===== config.mk =====
export PLATFORM = sky130hd
export DESIGN_NAME = variance_acc
export DESIGN_NICKNAME = d
export VERILOG_FILES = /design/src/rtl/variance_acc_pkg.sv /design/src/rtl/variance_acc.sv
export SDC_FILE = /design/constraint.sdc
export NUM_CORES = 1
export LEC_CHECK = 0
export BUFFER_PORTS_ARGS = -buffer_cell sky130_fd_sc_hd__buf_2
export CAP_MARGIN = 15
export CORE_UTILIZATION = 45
export CTS_CLUSTER_SIZE = 40
export DETAILED_ROUTE_END_ITERATION = 12
export SLEW_MARGIN = 10
export SYNTH_ARGS = -nofsm -noshare
export SYNTH_HDL_FRONTEND = slang
export SYNTH_SLANG_ARGS = --single-unit

===== constraint.sdc =====
create_clock -name clk -period 6.7 [get_ports clk]
set_input_delay 0.67 -clock clk [delete_from_list [all_inputs] [get_ports clk]]
set_output_delay 0.67 -clock clk [all_outputs]
set_load 0.01 [all_outputs]

===== src/rtl/variance_acc_pkg.sv =====
// Shared definitions for the streaming variance stage: FSM state encoding
// and the accumulator width helpers used to size sum and sum-of-squares.
package variance_acc_pkg;

   typedef enum logic [1:0] {
      ACCUM  = 2'd0,
      FINISH = 2'd1,
      HOLD   = 2'd2
   } state_e;

   // Width of the running sum: N full-scale samples fit exactly.
   function automatic int sum_w(input int width, input int n_log2);
      return width + n_log2;
   endfunction

   // Width of the running sum of squares: N full-scale squares fit exactly.
   function automatic int sq_w(input int width, input int n_log2);
      return 2 * width + n_log2;
   endfunction

endpackage


===== src/rtl/variance_acc.sv =====
// Streaming population mean/variance over blocks of 2**N_LOG2 unsigned
// fixed-point samples. Results are held until the consumer takes them.
module variance_acc
   import variance_acc_pkg::*;
#(
   parameter int WIDTH  = 8,
   parameter int FBITS  = 0,
   parameter int N_LOG2 = 4
) (
   input  logic             clk,
   input  logic             reset,
   input  logic             in_valid,
   output logic             in_ready,
   input  logic [WIDTH-1:0] data_in,
   output logic             out_valid,
   input  logic             out_ready,
   output logic [WIDTH-1:0] mean_out,
   output logic [WIDTH-1:0] var_out
);

   localparam int SUM_W = sum_w(WIDTH, N_LOG2);
   localparam int SQ_W  = sq_w(WIDTH, N_LOG2);
   localparam logic [SQ_W:0] SAT_MAX = (SQ_W + 1)'({WIDTH{1'b1}});

   state_e            state_q, state_d;
   logic [N_LOG2-1:0] cnt_q, cnt_d;
   logic [SUM_W-1:0]  sum_q, sum_d;
   logic [SQ_W-1:0]   sumsq_q, sumsq_d;
   logic              out_valid_q, out_valid_d;
   logic [WIDTH-1:0]  mean_q, mean_d;
   logic [WIDTH-1:0]  var_q, var_d;

   logic [2*WIDTH-1:0] din_ext;
   logic [2*WIDTH-1:0] sq;
   logic [WIDTH-1:0]   mean_calc;
   logic [2*WIDTH-1:0] mean_ext;
   logic [2*WIDTH-1:0] msq_full;
   logic [2*WIDTH-1:0] msq;
   logic [2*WIDTH-1:0] ex2;
   logic [SQ_W:0]      diff;
   logic [WIDTH-1:0]   var_sat;
   logic               accept;

   assign in_ready  = (state_q == ACCUM);
   assign out_valid = out_valid_q;
   assign mean_out  = mean_q;
   assign var_out   = var_q;
   assign accept    = in_valid && (state_q == ACCUM);

   // Sample squarer and FINISH-stage arithmetic; the only multiply on the
   // FINISH path is mean*mean, everything else is shifts and one subtract.
   always_comb begin
      din_ext   = {{WIDTH{1'b0}}, data_in};
      sq        = din_ext * din_ext;
      mean_calc = sum_q[SUM_W-1:N_LOG2];
      mean_ext  = {{WIDTH{1'b0}}, mean_calc};
      msq_full  = mean_ext * mean_ext;
      msq       = msq_full >> FBITS;
      ex2       = sumsq_q[SQ_W-1:N_LOG2] >> FBITS;
      diff      = (SQ_W + 1)'(ex2) - (SQ_W + 1)'(msq);
      if (diff[SQ_W]) begin
         var_sat = '0;
      end else if (diff > SAT_MAX) begin
         var_sat = '1;
      end else begin
         var_sat = diff[WIDTH-1:0];
      end
   end

   // Next-state logic: accumulate a block, compute once, hold until taken.
   always_comb begin
      state_d     = state_q;
      cnt_d       = cnt_q;
      sum_d       = sum_q;
      sumsq_d     = sumsq_q;
      out_valid_d = out_valid_q;
      mean_d      = mean_q;
      var_d       = var_q;
      case (state_q)
         ACCUM: begin
            if (accept) begin
               sum_d   = sum_q + SUM_W'(data_in);
               sumsq_d = sumsq_q + SQ_W'(sq);
               cnt_d   = cnt_q + N_LOG2'(1);
               if (cnt_q == '1) begin
                  state_d = FINISH;
               end
            end
         end
         FINISH: begin
            mean_d      = mean_calc;
            var_d       = var_sat;
            out_valid_d = 1'b1;
            sum_d       = '0;
            sumsq_d     = '0;
            state_d     = HOLD;
         end
         HOLD: begin
            if (out_ready) begin
               out_valid_d = 1'b0;
               state_d     = ACCUM;
            end
         end
         default: begin
            state_d = ACCUM;
         end
      endcase
   end

   // State registers; reset discards any partial block or pending result.
   always_ff @(posedge clk or negedge reset) begin
      if (!reset) begin
         state_q     <= ACCUM;
         cnt_q       <= '0;
         sum_q       <= '0;
         sumsq_q     <= '0;
         out_valid_q <= 1'b0;
         mean_q      <= '0;
         var_q       <= '0;
      end else begin
         state_q     <= state_d;
         cnt_q       <= cnt_d;
         sum_q       <= sum_d;
         sumsq_q     <= sumsq_d;
         out_valid_q <= out_valid_d;
         mean_q      <= mean_d;
         var_q       <= var_d;
      end
   end

endmodule


Word-level counts from Yosys, hierarchy flattened. Index checks and enable logic that the tools add are counted.

Eq/ne operators: 6. Add/sub/neg operators: 4. Multiply operators: 2. Order comparisons: 1. Muxes and demuxes: 12. Reductions and logical operators: 8.

Operators with widths (count): 20-bit case mux with 2 select lines (1); 8-bit by 8-bit multiplier with 16-bit output (2); 12-bit case mux with 2 select lines (1); 21-bit by 8-bit > comparator with 1-bit output (second input constant) (1); 20-bit by 16-bit adder with 20-bit output (1); 20-bit 2-to-1 mux (1); 16-bit by 16-bit subtractor with 17-bit output (1); 8-bit 2-to-1 mux (2); 12-bit by 8-bit adder with 12-bit output (1); 12-bit 2-to-1 mux (1); 2-bit 2-to-1 mux (3); 2-bit case mux with 3 select lines (1); 2-bit AND reduction (3); 4-bit by 1-bit adder with 4-bit output (second input constant) (1); 4-bit equality test (second input constant) (1); 2-bit by 1-bit inequality test with 1-bit output (second input constant) (2); 2-bit nonzero test (2); 3-bit AND reduction (1); 2-bit by 1-bit equality test with 1-bit output (second input constant) (1); 2-bit equality test (second input constant) (1); 2-bit zero test (1); 2-bit inequality test (second input constant) (1); 1-bit case mux with 2 select lines (1); 1-bit logical AND (1); 1-bit 2-to-1 mux (1).

Register bits: 55. Bits of input ports: 12. Output and inout bits: 18.

Depth between registers and ports, before layout.
Depth after elaboration: 5. Mapped depth: 19. Depth with buffers taken out: 17.

Worst setup path before layout. No wires, ideal clock.

Path type: register to register. From: reg sum_q[9]. To: reg var_q[0] (netlist: var_out[0]). Slack: 2041 ps. Library setup time: 123 ps. Arrival: 4536 ps. Stages on the path, launching flop included: 17. Required time: 6577 ps. Clock period less this slack: 4659 ps. Cell sequence: dfrtp_1 -> clkbuf_1 -> nand2_1 -> fa_1 -> fa_1 -> inv_1 -> fa_1 -> inv_1 -> fa_1 -> ha_1 -> and2_1 -> a22o_1 -> nor4_1 -> or3_1 -> and3_1 -> o2111ai_4 -> o221a_1.

Word-level cells in the longest chain between the ends: 5.

Ends and longest elaborated chain: start, declared (line variance_acc.sv:27) `logic [SUM_W-1:0] sum_q, sum_d;`; start signal, assigned (line variance_acc.sv:123) `sum_q <= sum_d;`; 8-bit by 8-bit multiplier with 16-bit output (*) (line variance_acc.sv:57) `msq_full = mean_ext * mean_ext;`; 16-bit by 16-bit subtractor with 17-bit output (*) (line variance_acc.sv:60) `diff = (SQ_W + 1)'(ex2) - (SQ_W + 1)'(msq);`; 21-bit by 8-bit > comparator with 1-bit output (line variance_acc.sv:63) `end else if (diff > SAT_MAX) begin`; 8-bit 2-to-1 mux (line variance_acc.sv:63); 8-bit 2-to-1 mux (*) (line variance_acc.sv:61) `if (diff[SQ_W]) begin`; end signal, assigned (line variance_acc.sv:127) `var_q <= var_d;`; end, declared (line variance_acc.sv:31) `logic [WIDTH-1:0] var_q, var_d;`.

Every way passes the cells marked *; elsewhere a longest branch is shown, timed or not. A chain may end at the register's enable or synchronous reset.

Worst setup path in the final report.
From: reg sum_q[5]. To: reg var_q[0] (netlist: var_out[0]).

Same word-level chain as after synthesis.

==> impl_results.md <==
* Bufs and invs on worst path at 4
* Synth warnings at 0
* Worst hold stages at 2
* Highest metal layer with signal wires: met4
* Post-synthesis sequential area ratio at 0.196
* Crit path DAT at 5.21 ns
* Number of DRC markers in iteration 0 at 262
* Post-route ant nets at 0
* Initial antenna violation count at 0
* Seq cells post-synth at 55
* Delay-heaviest family, CP: adder cells
* Hold bufs inserted after CTS at 0
* Metal-1 WL at 7110 µm
* Synth cell types at 60
* Vias in the first global route at 5192
* CORE AREA at 15200 µm²
* Chip width at 127 µm
* Wire length on met3 at 475 µm
* Worst-margin pin slew at 1.00 ns
* Crit Path Category: flop to flop
* Global-route wire length before repair at 24900 µm
* Hold endpoint: mean_out[7]$_DFFE_PN0P_
* Reg2Reg Capture Point: var_out[0]$_DFFE_PN0P_
* Worst hold path type: flop to flop
* Router iterations before antenna repair at 5
* Post-synthesis cell area at 7010 µm²
* Row count at 45
* Clk slew on worst S/H paths at 0.08 ns
* Setup TNS at 0 ns
* Setup Skew at 0.0110 ns
* Post-layout min period at 5.02 ns
* Synth Instances at 772
* Final setup vio count at 0
* Port Buffers at 29
* Critical Path Sink Type: flop
* Synth-to-Final Area Change at 6.77%
* CTS tree: yes
* Met2 WL post-DR at 6820 µm
* IO Pins at 30
* Fin crit share at 0.749
* Final Hold Fails at 0
* Final GP Congestion at 0.885
* Post-Syn Nets at 948
* Slew HR at 0.331
* Largest net degree at the start of global routing at 56
* Final net count at 963
* Fill count at 1458
* CTS buffer count at 5
* DP Wirelength at 11700 µm
* Final WS setup at 1.68 ns
* Status: finished, final reports clean
* R2R cell count at 17
* Total track usage at 0.196
* Fmax at 199 MHz
* Predominant post-synthesis flop cell: dfrtp_1
* Setup repair bufs after CTS at 0
* Critical path's slowest cell: dfrtp_1
* Drt total wl at 14600 µm
* Final slew viol count at 0
* Worst-path cell chain: nand2_1, inv_1, fa_1, inv_1, fa_1, fa_1, inv_1, fa_1, inv_1, ha_1, a21o_1, a31oi_2, nand3_1, a211oi_2, and3_1, o2111ai_4, o221a_1
* Grt total ovfl at 0
* R2R Setup Slk at 1.68 ns
* RSZ-0062 raised after global routing: false
* Share of layout cells above drive strength 1 at 0.0799
* Clock sink total at 55
* Vias at 5217
* Starting Density at 0.461
* CTS root buf: clkbuf_16
* H-Tree Depth at 2
* R2r startpoint: sum_q[5]$_DFFE_PN0P_
* Number of remaining DRC errors at 0
* Max incr delay on CP at 0.63 ns
* Total die area at 16100 µm²
* Chip height at 127 µm
* Critical hold path startpoint: mean_out[7]$_DFFE_PN0P_
* ANT cells at 0
* Max_cap viols at 0
* Syn avg cell area at 9.08 µm²
* Pre-CTS setup slack at 1.59 ns
* Required time of the critical path at 6.89 ns
* Post-DR vias/cell at 5.35
* Critical Path Fanout Max at 11
* Clock Tree Buf Depth at 2
* Post-synth EDFFs at 0
* Wire per inst at 14.9 µm
* Asr flop ratio synth at 1.00
* Nature of the critical path startpoint: flop
* Clk_lat worst skew at 0.32 ns
* Post-cts sizing count at 0
layout by cell type, fill, tap and decap left out, drive strengths merged, types with 6 or more instances in the layout:
cell	netlist	routed
xnor2	22	22
nor3	11	11
and2	38	38
nand2	85	85
ha	89	89
nor2	18	18
inv	133	135
or2	6	6
a211oi	6	6
o21bai	6	6
fa	75	75
a21o	14	14
o21ai	39	39
o221a	8	8
buf	3	33
dfrtp	55	55
o31ai	6	6
a21oi	29	29
nand3	30	30
xor2	15	15
through the flow:
step | utilization | std cells | hold WS (ns) | instance area (µm²)
2_1_floorplan | - | 772 | 0.374 | 7010
3_3_place_gp | 0.482 | 968 | 0.457 | 7320
3_5_place_dp | 0.482 | 968 | 0.458 | 7320
4_1_cts | 0.492 | 976 | 0.479 | 7480
5_1_grt | 0.492 | 976 | 0.494 | 7480
6_report | 0.492 | 976 | 0.473 | 7480
flip-flops by register name, indices dropped and copies added (netlist names):
name       cells
mean_out       8
var_out        8
sumsq_q       20
state_q        2
out_valid      1
sum_q         12
cnt_q          4
area by class of cell:
cell class | count | area [µm²] | share of cell area
multi-input cells | 559 | 5040 | 0.673
flip-flops and latches | 55 | 1380 | 0.184
inverters | 133 | 499 | 0.0667
well taps | 188 | 235 | 0.0314
repair buffers | 33 | 175 | 0.0234
clock buffers | 5 | 125 | 0.0167
clock inverters | 3 | 33.8 | 0.00452
cell families (layout without fill, tap and decap cells):
kind of cell | count (synthesis) | count (layout) | share of synthesized area
mux | 6 | 6 | 0.00875
flops | 55 | 55 | 0.196
compound gates | 140 | 140 | 0.141
fa+ha+maj | 164 | 164 | 0.373
xor+xnor | 37 | 37 | 0.0462
simple gates | 212 | 212 | 0.149
buf+inv | 158 | 174 | 0.0848
worst min-delay path, stage by stage (launching register included):
cell     delay, ns
dfrtp_1       0.34
nand2_1       0.05
nand2_1       0.05
metal layers:
| metal | track usage | vias up |
|---|---|---|
| met2 | 0.333 | 89 |
| met3 | 0.0224 | 6 |
| met1 | 0.265 | 2540 |
| met5 | 0 | - |
| met4 | 0.0539 | 0 |
| li1 | - | 2582 |
synthesized netlist by cell type (2+ instances only):
master / number / share of area
xnor2_1: 22 / 0.027
a41oi_1: 2 / 0.0025
a21o_1: 13 / 0.014
nand3_1: 30 / 0.021
nor2b_1: 5 / 0.0045
and4_1: 3 / 0.0038
nand2b_1: 2 / 0.0018
o22ai_1: 4 / 0.0036
and3_1: 3 / 0.0027
clkbuf_1: 22 / 0.012
inv_1: 133 / 0.071
a21oi_1: 27 / 0.019
nand4_1: 4 / 0.0036
o21bai_1: 6 / 0.0064
ha_1: 89 / 0.16
dfrtp_1: 55 / 0.20
o221a_1: 8 / 0.013
a21oi_2: 2 / 0.0025
o21ai_1: 3 / 0.0021
a211oi_1: 5 / 0.0054
mux2i_1: 5 / 0.0071
o31ai_1: 6 / 0.0064
a31oi_1: 4 / 0.0036
nor3_1: 10 / 0.0071
nand2_1: 85 / 0.046
o2111ai_1: 3 / 0.0038
o21ai_0: 34 / 0.024
buf_1: 2 / 0.0011
fa_1: 75 / 0.21
o21a_1: 2 / 0.0021
nor2_1: 18 / 0.0096
and2_1: 38 / 0.034
o211ai_1: 4 / 0.0043
xor2_1: 15 / 0.019
o21ai_2: 2 / 0.0025
o32ai_1: 2 / 0.0025
or2_2: 6 / 0.0054
worst max-delay path by stage:
stage | startpoint | endpoint | slack [ns] | cells past startpoint
floorplan | sum_q[9]$_DFFE_PN0P_ | var_out[0]$_DFFE_PN0P_ | 2.04 | 16
global placement | data_in[4] | sumsq_q[16]$_DFFE_PN0P_ | 1.66 | 17
detailed placement | data_in[4] | sumsq_q[16]$_DFFE_PN0P_ | 1.59 | 17
CTS | sum_q[5]$_DFFE_PN0P_ | var_out[0]$_DFFE_PN0P_ | 1.65 | 17
global route | sum_q[8]$_DFFE_PN0P_ | var_out[0]$_DFFE_PN0P_ | 1.41 | 16
finish | sum_q[5]$_DFFE_PN0P_ | var_out[0]$_DFFE_PN0P_ | 1.68 | 17
Power is left out: the tool's default activity adds up to more than one toggle a clock period on the data nets, which glitch-free logic cannot reach.
